==> src/rtl/multicycle_control_fsm.sv <==
// Multicycle RISC-V sequencing controller (ADD/SUB/AND/OR/SLT/ADDI/LB/SB/BEQ).
// Define ILLEGAL_TRAP_EN to trap on illegal decode; otherwise illegal ops retire as NOPs.
module multicycle_control_fsm #(
    parameter int unsigned CNT_W = 32
) (
    input  logic             clk,
    input  logic             rst_n,
    input  logic [6:0]       OP,
    input  logic [2:0]       Funct3,
    input  logic [6:0]       Funct7,
    input  logic             Zero,
    input  logic             MemReady,
    output logic             MemReq,
    output logic             AdrSrc,
    output logic             MemWrite,
    output logic             IRWrite,
    output logic             PCWrite,
    output logic             RegWrite,
    output logic [1:0]       ResultSrc,
    output logic [1:0]       ALUSrcA,
    output logic [1:0]       ALUSrcB,
    output logic [1:0]       ImmSrc,
    output logic [2:0]       ULAControl,
    output logic [CNT_W-1:0] InstRet,
    output logic             Illegal
);

    localparam logic [6:0] OP_LOAD   = 7'b0000011;
    localparam logic [6:0] OP_STORE  = 7'b0100011;
    localparam logic [6:0] OP_RTYPE  = 7'b0110011;
    localparam logic [6:0] OP_ITYPE  = 7'b0010011;
    localparam logic [6:0] OP_BRANCH = 7'b1100011;

    localparam logic [2:0] ALU_ADD = 3'b000;
    localparam logic [2:0] ALU_SUB = 3'b001;
    localparam logic [2:0] ALU_AND = 3'b010;
    localparam logic [2:0] ALU_OR  = 3'b011;
    localparam logic [2:0] ALU_SLT = 3'b101;

    typedef enum logic [3:0] {
        FETCH,
        DECODE,
        MEMADR,
        MEMREAD,
        MEMWB,
        MEMWRITE,
        EXECUTER,
        EXECUTEI,
        ALUWB,
        BRANCH
`ifdef ILLEGAL_TRAP_EN
        , TRAP
`endif
    } state_t;

`ifdef ILLEGAL_TRAP_EN
    localparam state_t ILL_NEXT = TRAP;
`else
    localparam state_t ILL_NEXT = FETCH;
`endif

    state_t     state_q;
    state_t     state_d;
    logic       retire_c;
    logic       r_legal_c;
    logic [2:0] r_ula_c;
    logic [1:0] imm_sel_c;

    // R-type {Funct3,Funct7} decode
    always_comb begin
        r_legal_c = 1'b1;
        r_ula_c   = ALU_ADD;
        case ({Funct3, Funct7})
            10'b000_0000000: r_ula_c = ALU_ADD;
            10'b000_0100000: r_ula_c = ALU_SUB;
            10'b111_0000000: r_ula_c = ALU_AND;
            10'b110_0000000: r_ula_c = ALU_OR;
            10'b010_0000000: r_ula_c = ALU_SLT;
            default:         r_legal_c = 1'b0;
        endcase
    end

    always_comb begin
        case (OP)
            OP_STORE:  imm_sel_c = 2'b01;
            OP_BRANCH: imm_sel_c = 2'b10;
            default:   imm_sel_c = 2'b00;
        endcase
    end

    always_ff @(posedge clk or negedge rst_n) begin
        if (!rst_n) state_q <= FETCH;
        else        state_q <= state_d;
    end

    // Next state and per-state control decode
    always_comb begin
        state_d    = state_q;
        retire_c   = 1'b0;
        MemReq     = 1'b0;
        AdrSrc     = 1'b0;
        MemWrite   = 1'b0;
        IRWrite    = 1'b0;
        PCWrite    = 1'b0;
        RegWrite   = 1'b0;
        ResultSrc  = 2'b00;
        ALUSrcA    = 2'b00;
        ALUSrcB    = 2'b00;
        ImmSrc     = 2'b00;
        ULAControl = ALU_ADD;
        case (state_q)
            FETCH: begin
                MemReq    = 1'b1;
                ALUSrcB   = 2'b10;
                ResultSrc = 2'b10;
                IRWrite   = MemReady;
                PCWrite   = MemReady;
                if (MemReady) state_d = DECODE;
            end
            DECODE: begin
                ALUSrcA = 2'b01;
                ALUSrcB = 2'b01;
                ImmSrc  = imm_sel_c;
                if ((OP == OP_LOAD || OP == OP_STORE) && Funct3 == 3'b000) state_d = MEMADR;
                else if (OP == OP_RTYPE && r_legal_c)                      state_d = EXECUTER;
                else if (OP == OP_ITYPE && Funct3 == 3'b000)               state_d = EXECUTEI;
                else if (OP == OP_BRANCH && Funct3 == 3'b000)              state_d = BRANCH;
                else                                                       state_d = ILL_NEXT;
            end
            MEMADR: begin
                ALUSrcA = 2'b10;
                ALUSrcB = 2'b01;
                ImmSrc  = imm_sel_c;
                state_d = (OP == OP_LOAD) ? MEMREAD : MEMWRITE;
            end
            MEMREAD: begin
                MemReq = 1'b1;
                AdrSrc = 1'b1;
                if (MemReady) state_d = MEMWB;
            end
            MEMWB: begin
                ResultSrc = 2'b01;
                RegWrite  = 1'b1;
                retire_c  = 1'b1;
                state_d   = FETCH;
            end
            MEMWRITE: begin
                MemReq   = 1'b1;
                AdrSrc   = 1'b1;
                MemWrite = MemReady;
                if (MemReady) begin
                    retire_c = 1'b1;
                    state_d  = FETCH;
                end
            end
            EXECUTER: begin
                ALUSrcA    = 2'b10;
                ULAControl = r_ula_c;
                state_d    = ALUWB;
            end
            EXECUTEI: begin
                ALUSrcA = 2'b10;
                ALUSrcB = 2'b01;
                state_d = ALUWB;
            end
            ALUWB: begin
                RegWrite = 1'b1;
                retire_c = 1'b1;
                state_d  = FETCH;
            end
            BRANCH: begin
                ALUSrcA    = 2'b10;
                ULAControl = ALU_SUB;
                PCWrite    = Zero;
                retire_c   = 1'b1;
                state_d    = FETCH;
            end
`ifdef ILLEGAL_TRAP_EN
            TRAP: state_d = TRAP;
`endif
            default: state_d = FETCH;
        endcase
        // State sits at FETCH during reset; keep its memory request and strobes quiet
        if (!rst_n) begin
            MemReq   = 1'b0;
            MemWrite = 1'b0;
            IRWrite  = 1'b0;
            PCWrite  = 1'b0;
            RegWrite = 1'b0;
            retire_c = 1'b0;
        end
    end

    always_ff @(posedge clk or negedge rst_n) begin
        if (!rst_n)        InstRet <= '0;
        else if (retire_c) InstRet <= InstRet + CNT_W'(1);
    end

`ifdef ILLEGAL_TRAP_EN
    always_ff @(posedge clk or negedge rst_n) begin
        if (!rst_n)                Illegal <= 1'b0;
        else if (state_d == TRAP)  Illegal <= 1'b1;
    end
`else
    assign Illegal = 1'b0;
`endif

endmodule

==> config.mk <==
export PLATFORM = sky130hd
export DESIGN_NAME = multicycle_control_fsm
export DESIGN_NICKNAME = d
export VERILOG_FILES = /design/src/rtl/multicycle_control_fsm.sv
export SDC_FILE = /design/constraint.sdc
export NUM_CORES = 1
export LEC_CHECK = 0
export ABC_CLOCK_PERIOD_IN_PS = 2190
export CAP_MARGIN = 10
export CORE_MARGIN = 4
export CORE_UTILIZATION = 41
export CTS_CLUSTER_DIAMETER = 40
export CTS_CLUSTER_SIZE = 12
export DETAILED_ROUTE_END_ITERATION = 8
export HOLD_SLACK_MARGIN = 0.06
export MAX_ROUTING_LAYER = met4
export PLACE_DENSITY = 0.86
export SLEW_MARGIN = 20
export SYNTH_ARGS = -nofsm -noshare
export SYNTH_HDL_FRONTEND = slang
export SYNTH_SLANG_ARGS = --single-unit
==> constraint.sdc <==
create_clock -name clk -period 2.19 [get_ports clk]
set_input_delay 0.5475 -clock clk [delete_from_list [all_inputs] [get_ports clk]]
set_output_delay 0.5475 -clock clk [all_outputs]
set_load 0.05 [all_outputs]
Word level (Yosys, flattened, before mapping):

Cells that the tools add are included.

* memories: 0
* input port bits: 21
* bits in latches: 0
* ROM bits: 0
* register bits: 36
* bits in writable memories: 0

* add/sub/neg operators: 1
* divide/modulo/power cells: 0
* bitwise operators: 0
* shift-type cells: 0
* $lt $le $gt $ge: 0
* eq/ne operators: 21
* reduce and logical (&&, ||, !) cells: 18
* muxes and demuxes: 31
* multipliers: 0

Operators with widths (number)
* adder 32 x 1 -> 32 bit (second input constant): 1
* two-way mux 4 bit: 7
* one-hot mux 4 bit (6 select lines): 1
* == test 10 bit (second input constant): 2
* == test 4 x 3 -> 1 bit (second input constant): 4
* one-hot mux 2 bit (2 select lines): 4
* == test 7 x 6 -> 1 bit (second input constant): 2
* two-way mux 1 bit: 13
* one-hot mux 3 bit (4 select lines): 1
* == test 10 x 6 -> 1 bit (second input constant): 1
* == test 10 x 9 -> 1 bit (second input constant): 1
* logical NOT 10 bit: 1
* OR reduction 3 bit: 3
* == test 4 x 2 -> 1 bit (second input constant): 2
* == test 4 bit (second input constant): 2
* OR reduction 2 bit: 4
* == test 7 x 2 -> 1 bit (second input constant): 1
* == test 7 x 5 -> 1 bit (second input constant): 1
* == test 7 bit (second input constant): 1
* inequality test 2 bit (second input constant): 3
* one-hot mux 3 bit (2 select lines): 1
* OR reduction 5 bit: 1
* == test 4 x 1 -> 1 bit (second input constant): 1
* logical AND 1 bit: 4
* other kinds (8): 9

Logic depth before layout (Yosys ltp):

Gate-level depths: netlist (run 1).

* depth in word-level cells: 7
* gate-level depth with buffers: 6

Worst setup path after synthesis (run 1):

Ideal clock, no wire load.

* kind: flip-flop to output port
* start: register state_q[3]
* end: output IRWrite
* cell stages (with the launch flop): 4
* setup slack: -1150 ps
* buffers on the path: 1
* data arrival time: 2793 ps
* cell sequence: dfrtp_1 -> clkbuf_1 -> nor4_1 -> and3_1

* cells in the longest elaborated chain, start to end: 3

RTL lines
* start, declared: line 62 `state_t state_q;`
* start signal, assigned: line 93 `else state_q <= state_d;`
* logical NOT 4 bit: line 111 `case (state_q)`
* two-way mux 1 bit: line 111
* two-way mux 1 bit: line 184 `if (!rst_n) begin`
* end, declared: line 16 `output logic IRWrite,`

No other way between the ends.

Worst setup path after layout (run 1):

* start: input Funct7[4]
* end: output ULAControl[0]

* cells in the longest elaborated chain, start to end: 3
* elaborated cells between the ends (all ways): 6

RTL lines
* start, declared: line 10 `input logic [6:0] Funct7,`
* == test 10 x 9 -> 1 bit, or another cell as far along: line 73 `case ({Funct3, Funct7})`
* one-hot mux 3 bit (4 select lines) *: line 73
* one-hot mux 3 bit (2 select lines) *: line 111
* end, declared: line 23 `output logic [2:0] ULAControl,`

Mark *: on every way between the ends. The rest lies on a longest branch, timed or not.

==> run metrics, run 1 <==
full die area=6289 µm²; largest family of logic cells by synthesized area=simple AND/OR/NAND/NOR gates; fraction of layout instances using a drive strength above 1=0.3898; Post-Syn Instances=228; Antenna Violating Nets Remaining=0; Critical Path Sink Type=primary output; final setup fails=3; initial core utilization=0.4327; YS warnings=0; Crit path arrival time=1.88 ns; worst endpoint required time=1.64 ns; DPL Wire Length=4161 µm; final antenna diode count=0; measured slew at the worst slew-check pin=0.5210 ns; Fill cells=331; number of global-route vias before repair=2,225; Rows=25; peak supply drop=0.2553 mV; net count of the finished layout=375; first-iteration detailed-routing DRC count=121; Setup WS post-layout=-0.2410 ns; number of buffers between clock root and the deepest sink=2; overall fraction of global-route tracks in use=0.2146; CTS tree=done; average size of a mapped cell=9.143 µm²; highest net fanout along the worst path=2; Synth cell types=40; XOR/XNOR Fraction of Synth Area=0.1429; DRC violations left=0; number of primary I/O pins=71; remaining max-slew budget at the tightest pin=0.6521; final number of hold-violating endpoints=0; Layout Utilization=0.7740; via density per instance=5.254; number of flops mapped to enable cells by yosys=0; kind of critical path=in2out; PwrDens=386.2 nW/µm²; overall power of the completed layout=1.440 mW; average wire per standard cell=15.35 µm; Post-synth top flop=dfrtp_1; Placer Congestion=0.8548; sequential element share of the synthesized area=0.4322; number of antenna violations at the first check in global routing=0; Horiz. Die Dim=79.31 µm; leakage component of the power=1.754 nW; basic-gate share of the synthesized area counting and, or, nand and nor cells=0.3163; largest cells by area after synthesis=dfrtp_1 43%, xnor2_1 9.7%, nor2_1 4.7%; GR Overflow Total=0; cell count after placement=384; async set-reset flop share out of synthesis=1.000; violated checks=negative setup slack; area occupied by multi-input gates=1334 µm²; final critical-path share of the clock period=1.110; mapped cell area=2084 µm²; fraction of synthesized area in multiplexers=0.01020; Die Y=79.31 µm; IO Port Bufs=69; final critical delay including setup and external delays=2.431 ns; maximum clock skew at final layout=0.004351 ns; number of vias in the routed layout=2,212; sequential cell area=908.4 µm²; library cell occupying the most area in the post-synthesis netlist=dfrtp_1; CTS Root Buffer Type=clkbuf_8; share of Yosys cell area claimed by the top area cell type=0.4322; clock input transition at the sequential cells of the worst setup and hold paths=0.07 ns; worst min path class=in2async; placeable core region=4817 µm²; run status=finished, violations left; source-to-sink clock delay at the later pin of the worst-skew pair=0.29 ns; setup repair after global routing missed its margin=true; flop and latch count out of synthesis=36; syn_nets=250; largest net degree at the start of global routing=31; level count of the clock H-tree=2; top post-synthesis cells by count=36 x dfrtp_1, 26 x nor2_1, 23 x nand2_1, 23 x xnor2_1, 14 x nand3_1; complex-gate fraction of the synthesized area=0.06543; adder-cell share of the synthesized area=0.006002; number of clock sinks=36; Setup TNS=-0.5483 ns; cell with the most instances after synthesis=dfrtp_1; first-pass detailed-route iteration total=4; fin. max-slew vios=0; number of max-cap violations=0; overall routed net length=6462 µm; achievable clock frequency=411.4 MHz; total clock buffers created by CTS=5; Final Instance Count excl. Fillers=421; Syn-to-layout area delta=78.87%; startpoint type of the worst setup path=primary input; global-route wire length before repair=10,410 µm
-- cells by family (layout without fill, tap and decap cells) --
| logic type | after synthesis | in the layout |
|---|---|---|
| AO/OA/AOI/OAI | 20 | 20 |
| XOR/XNOR | 34 | 34 |
| adder cells (fa/ha/maj) | 1 | 1 |
| buffers and inverters | 13 | 139 |
| flip-flops | 36 | 36 |
| multiplexers | 2 | 2 |
| other | 1 | 1 |
| AND/OR/NAND/NOR | 121 | 121 |
-- power by group --
part           internal [mW]  leakage, nW  switching [mW]  total (mW)
Clock                  0.256       0.0455           0.225       0.481
Combinational          0.136         1.23           0.149       0.285
Sequential             0.669        0.479         0.00503       0.674
-- registers in the layout (all words and copies together), names as in the netlist --
register	cells
state_q	4
InstRet	32
-- per-stage QoR --
step | hold WS [ns] | instance area, µm² | worst slack [ns]
5_1_grt | 0.08366 | 3729 | -0.2890
6_report | 0.08919 | 3729 | -0.2410
4_1_cts | 0.08621 | 3603 | -0.1738
3_3_place_gp | 0.3945 | 3299 | -0.4726
2_1_floorplan | 0.2519 | 2183 | -0.2265
3_5_place_dp | 0.3986 | 3299 | -0.5003
-- layer usage --
metal | vias to the layer above | track usage | share of wire
li1 | 1039 | - | -
met1 | 1058 | 0.2611 | 0.41
met2 | 96 | 0.3468 | 0.50
met3 | 19 | 0.04422 | 0.061
met4 | 0 | 0.09107 | 0.028
met5 | - | - | 0
-- layout make-up --
class,count,area share
repair buffers,127,0.3480
flip-flops and latches,36,0.2436
multi-input cells,179,0.3577
inverters,4,0.004027
well taps,67,0.02248
clock buffers,8,0.02416
-- final timing paths --
path	startpoint	endpoint	slack, ns	cells past startpoint
worst max register to register	InstRet[9]	InstRet[29]	0.21	6
min in group clk	InstRet[31]	InstRet[31]	0.47	1
worst max-delay path	Funct7[4]	ULAControl[0]	-0.24	7
max in group asynchronous	rst_n	InstRet[9]	1.49	2
worst min-delay path	rst_n	state_q[3]	0.09	1
worst min register to register	InstRet[31]	InstRet[31]	0.47	1
-- worst max-delay path, cell delays in order --
cell and delay (ns):
buf_6 0.09, nor4_2 0.24, nand2_1 0.13, nor2_2 0.14
or4b_4 0.51, nand2_4 0.09, buf_12 0.13
-- cells in the final DEF, fill, tap and decap left out, drive strengths merged, types with 4 or more instances in the layout --
| master | count |
|---|---|
| buf | 78 |
| dfrtp | 36 |
| clkdlybuf4s50 | 31 |
| nor2 | 26 |
| xnor2 | 23 |
| nand2 | 23 |
| nand3 | 14 |
| nor3 | 12 |
| clkbuf | 12 |
| xor2 | 11 |
| dlygate4sd2 | 10 |
| nand4 | 10 |
| and3 | 8 |
| a21oi | 7 |
| nand2b | 6 |
| nor4 | 6 |
| inv | 4 |
-- repair_timing --
action / CTS / global route
gates resized for setup: 43 / 27
setup buffers: 23 / 8
hold buffers: 0 / 0
pin swaps: 15 / 14
setup endpoints to repair: 14 / 18
No activity file was read; power rests on OpenSTA's default activity.
==> run 2: changes to the inputs <==
--- a/config.mk
+++ b/config.mk
@@ -5,16 +5,17 @@
 export SDC_FILE = /design/constraint.sdc
 export NUM_CORES = 1
 export LEC_CHECK = 0
-export ABC_CLOCK_PERIOD_IN_PS = 2190
+export ABC_CLOCK_PERIOD_IN_PS = 3000
 export CAP_MARGIN = 10
 export CORE_MARGIN = 4
-export CORE_UTILIZATION = 41
-export CTS_CLUSTER_DIAMETER = 40
+export CORE_UTILIZATION = 49
+export CTS_CLUSTER_DIAMETER = 60
 export CTS_CLUSTER_SIZE = 12
 export DETAILED_ROUTE_END_ITERATION = 8
+export GPL_TIMING_DRIVEN = 0
 export HOLD_SLACK_MARGIN = 0.06
 export MAX_ROUTING_LAYER = met4
-export PLACE_DENSITY = 0.86
+export PLACE_DENSITY = 0.95
 export SLEW_MARGIN = 20
 export SYNTH_ARGS = -nofsm -noshare
 export SYNTH_HDL_FRONTEND = slang
==> constraint.sdc (replaced) <==
create_clock -name clk -period 3 [get_ports clk]
set_input_delay 0.75 -clock clk [delete_from_list [all_inputs] [get_ports clk]]
set_output_delay 0.75 -clock clk [all_outputs]
set_load 0.05 [all_outputs]
==> run metrics, run 2 (synthesized netlist as in run 1, its figures left out) <==
final critical-path share of the clock period=0.9920; CTS Root Buffer Type=clkbuf_8; Placer Congestion=0.8937; number of global-route vias before repair=1,903; cell-by-cell trace of the critical path=dlygate4sd2_1, nor4_1, nand2_1, buf_4, buf_4, buf_4, buf_4, buf_4, buf_4, buf_4, buf_4, buf_4, o32a_1, nor4_4, a211o_1; final setup fails=0; worst slack, placed=-0.8794 ns; Horiz. Die Dim=73.23 µm; Worst Path Buf+Inv=10; CTS tree=done; leakage component of the power=1.427 nW; first-pass detailed-route iteration total=4; overall routed net length=5100 µm; initial core utilization=0.5137; most common cell after layout, fill and taps aside=clkdlybuf4s50_1; delay of the slowest cell on the worst path=0.37 ns; clock input transition at the sequential cells of the worst setup and hold paths=0.07 ns; maximum clock skew at final layout=0.002450 ns; remaining max-slew budget at the tightest pin=0.6507; DRC violations left=0; DPL Wire Length=3723 µm; Antenna Violating Nets Remaining=0; worst endpoint required time=3.22 ns; number of max-cap violations=0; most used cells in the layout excluding fill and tap cells=45 x clkdlybuf4s50_1, 36 x dfrtp_1, 25 x nor2_1; fin. max-slew vios=0; Syn-to-layout area delta=45.74%; number of primary I/O pins=71; measured slew at the worst slew-check pin=0.5223 ns; number of buffers between clock root and the deepest sink=2; Rows=23; Setup TNS=0 ns; most numerous cell on the critical path=buf_4; largest net degree at the start of global routing=33; final antenna diode count=0; level count of the clock H-tree=2; setup repair after global routing missed its margin=true; placeable core region=4058 µm²; peak supply drop=0.1380 mV; GR Overflow Total=0; full die area=5362 µm²; run status=finished, final reports clean; register with the most flip-flops=InstRet; via density per instance=5.343; number of clock sinks=36; registers with the most flip-flops=InstRet x32, state_q x4; overall fraction of global-route tracks in use=0.2091; highest net fanout along the worst path=2; source-to-sink clock delay at the later pin of the worst-skew pair=0.28 ns; net count of the finished layout=335; Setup WS post-layout=0.02396 ns; kind of critical path=in2reg; Die Y=73.23 µm; number of antenna violations at the first check in global routing=0; IO Port Bufs=68; Fill cells=285; CTS Hold Buffers Added=0; final critical delay including setup and external delays=2.976 ns; first-iteration detailed-routing DRC count=131; number of vias in the routed layout=1,945; final number of hold-violating endpoints=0; total clock buffers created by CTS=5; crit path max-delay cell type=o32a_1; startpoint type of the worst setup path=primary input; achievable clock frequency=336.0 MHz; flip-flop count of the largest register, all copies and words added=32; PwrDens=321.3 nW/µm²; CP top delay family=buffers and inverters; Crit path arrival time=3.19 ns; worst min path class=in2async; R2R setup slack=0.87 ns; overall power of the completed layout=0.9761 mW; average wire per standard cell=14.01 µm; fraction of layout instances using a drive strength above 1=0.1624; Critical Path Sink Type=flip-flop; global-route wire length before repair=8631 µm
## run 2: cell types whose count changed in the layout (fill, tap and decap cells not counted), moves of 4 or more
| cell | change |
|---|---|
| clkbuf_1 | +6 |
| clkdlybuf4s50_1 | +14 |
| dfrtp_2 | -6 |
| nor2_1 | +6 |
| nor3_4 | -4 |
| nor2_2 | -5 |
| buf_4 | -40 |
| buf_12 | -16 |
| buf_6 | -9 |
| dfrtp_1 | +6 |
## run 2: area by class of cell
type | count | area (µm²) | area share
plain buffers | 9 | 40.04 | 0.01318
clock buffers | 8 | 90.09 | 0.02965
inverters | 4 | 15.01 | 0.004942
multi-input cells | 179 | 1195 | 0.3933
flip-flops and latches | 36 | 900.9 | 0.2965
well taps | 50 | 62.56 | 0.02059
repair buffers | 78 | 734.5 | 0.2418
## run 2: timing repair
item / 4_1_cts / 5_1_grt
endpoints found under the hold margin: 0 / 0
pin swaps: 5 / 2
setup buffers: 9 / 0
resized for setup: 53 / 12
endpoints found under the setup margin: 15 / 8
## run 2: per-stage QoR
step           std cells  area [µm²]    util  hold WS [ns]
4_1_cts              364        3020  0.7444        0.3419
3_5_place_dp         347        2870  0.7074        0.4822
2_1_floorplan        228        2112       -        0.4544
5_1_grt              364        3038  0.7487        0.3458
3_3_place_gp         346        2855  0.7037        0.4587
6_report             364        3038  0.7487        0.3403
## run 2: routing by layer
metal	up-vias	share of wire	global-route usage
li1	968	-	-
met2	71	0.48	0.3327
met4	0	0.017	0.06967
met1	895	0.44	0.2641
met5	-	0	-
met3	11	0.062	0.04408
## run 2: worst paths after layout
check,from,endpoint,cells after the start
min in group clk,InstRet[31],InstRet[31],1
worst min register to register,InstRet[31],InstRet[31],1
max in group asynchronous,rst_n,InstRet[25],2
worst min-delay path,rst_n,InstRet[7],1
worst max-delay path,Funct7[3],state_q[1],15
worst max register to register,InstRet[9],InstRet[29],5
## run 2: where the power goes
part	internal [mW]	switching (mW)	total [mW]
clock network	0.187	0.160	0.347
registers	0.488	0.00347	0.492
logic	0.0532	0.0844	0.138
==> run 3: changes to the inputs <==
--- a/config.mk
+++ b/config.mk
@@ -15,7 +15,7 @@
 export GPL_TIMING_DRIVEN = 0
 export HOLD_SLACK_MARGIN = 0.06
 export MAX_ROUTING_LAYER = met4
-export PLACE_DENSITY = 0.95
+export PLACE_DENSITY = 0.91
 export SLEW_MARGIN = 20
 export SYNTH_ARGS = -nofsm -noshare
 export SYNTH_HDL_FRONTEND = slang
==> run metrics, run 3 (synthesized netlist as in run 1, its figures left out) <==
run status=finished, final reports clean; Critical Path Sink Type=primary output; placeable core region=4058 µm²; cell count after placement=347; worst endpoint required time=2.25 ns; endpoint of the most critical register-to-register path=InstRet[27]; overall routed net length=5206 µm; Placer Congestion=0.9011; final setup fails=0; DPL Wire Length=3676 µm; CTS Root Buffer Type=clkbuf_8; startpoint of the most critical register-to-register path=InstRet[9]; net count of the finished layout=335; number of cells on the worst reg-to-reg path=5; measured slew at the worst slew-check pin=0.5123 ns; Die Y=73.23 µm; most used cells in the layout excluding fill and tap cells=43 x clkdlybuf4s50_1, 36 x dfrtp_1, 25 x nor2_1; overall fraction of global-route tracks in use=0.2024; number of antenna violations at the first check in global routing=0; most common cell after layout, fill and taps aside=clkdlybuf4s50_1; final critical delay including setup and external delays=2.941 ns; Area after DPL=2870 µm²; final antenna diode count=0; Rows=23; level count of the clock H-tree=2; PwrDens=323.3 nW/µm²; initial core utilization=0.5137; final instance area=3068 µm²; number of primary I/O pins=71; GR Overflow Total=0; peak supply drop=0.1396 mV; worst min path class=in2async; full die area=5362 µm²; overall power of the completed layout=0.9919 mW; final critical-path share of the clock period=0.9804; area occupied by multi-input gates=1205 µm²; CTS Hold Buffers Added=0; Final Instance Count excl. Fillers=363; number of max-cap violations=0; leakage component of the power=1.472 nW; number of global-route vias before repair=1,873; Setup WS post-layout=0.05869 ns; Fill cells=281; Setup TNS=0 ns; Antenna Violating Nets Remaining=0; startpoint type of the worst setup path=primary input; sequential cell area=900.9 µm²; final number of hold-violating endpoints=0; fin. max-slew vios=0; remaining max-slew budget at the tightest pin=0.6574; DRC violations left=0; kind of critical path=in2out; Crit path arrival time=2.19 ns; maximum clock skew at final layout=0.003882 ns; source-to-sink clock delay at the later pin of the worst-skew pair=0.28 ns; fraction of layout instances using a drive strength above 1=0.1693; R2R setup slack=0.93 ns; Horiz. Die Dim=73.23 µm; achievable clock frequency=340.0 MHz; CTS tree=done; via density per instance=5.496; largest net degree at the start of global routing=35; average wire per standard cell=14.34 µm; Syn-to-layout area delta=47.18%; first-pass detailed-route iteration total=4; global-route wire length before repair=8259 µm; setup repair after global routing missed its margin=true; highest net fanout along the worst path=2; number of clock sinks=36; registers with the most flip-flops=InstRet x32, state_q x4; IO Port Bufs=68; clock input transition at the sequential cells of the worst setup and hold paths=0.06 ns; worst slack, placed=-0.8893 ns; number of buffers between clock root and the deepest sink=2; register with the most flip-flops=InstRet; number of vias in the routed layout=1,995; first-iteration detailed-routing DRC count=114; total clock buffers created by CTS=5; flip-flop count of the largest register, all copies and words added=32
## run 3: worst max path at each step
stage / startpoint / to / slack [ns] / cells after the start
finish: Funct7[4] / ULAControl[0] / 0.06 / 7
global route: state_q[0] / MemReq / -0.02 / 6
CTS: Funct3[1] / ULAControl[0] / 0.003 / 6
detailed placement: Funct7[3] / ULAControl[0] / -0.89 / 7
global placement: rst_n / PCWrite / -1.54 / 4
floorplan: state_q[1] / AdrSrc / 0.04 / 4
## run 3: what timing repair did
item | CTS | global route
gates resized for setup | 52 | 22
endpoints found under the setup margin | 14 | 10
pin swaps | 5 | 4
buffers inserted | 9 | 0
## run 3: stage by stage
stage / hold WS (ns) / util
finish: 0.3187 / 0.7561
global route: 0.3256 / 0.7561
CTS: 0.3217 / 0.7505
detailed placement: 0.4676 / 0.7074
global placement: 0.4585 / 0.7037
floorplan: 0.4544 / -
## run 3: cell type report
class | instances | share of cell area
Multi-Input combinational cell | 179 | 0.3927
Buffer | 9 | 0.01305
Tap cell | 50 | 0.02039
Inverter | 4 | 0.004894
Sequential cell | 36 | 0.2936
Clock buffer | 7 | 0.03140
Timing Repair Buffer | 78 | 0.2439
## run 3: layer usage
layer / wire length (µm) / part of all wire / global-route usage
met2: 2525 / 0.49 / 0.3267
met4: 116 / 0.022 / 0.07787
met5: 0 / 0 / -
met1: 2255 / 0.43 / 0.2485
met3: 309 / 0.059 / 0.04132
## run 3: worst max-delay path, stage by stage
cell and delay [ns]:
dlygate4sd2_1 0.23, nor4_1 0.21, nand2_1 0.14, nor2_2 0.13, or4b_4 0.49, nand2_4 0.09
buf_8 0.14
## run 3: report_power, final
group	internal, mW	switching [mW]	total, mW
Combinational	0.0541	0.0853	0.139
Clock	0.204	0.156	0.360
Sequential	0.488	0.00371	0.492
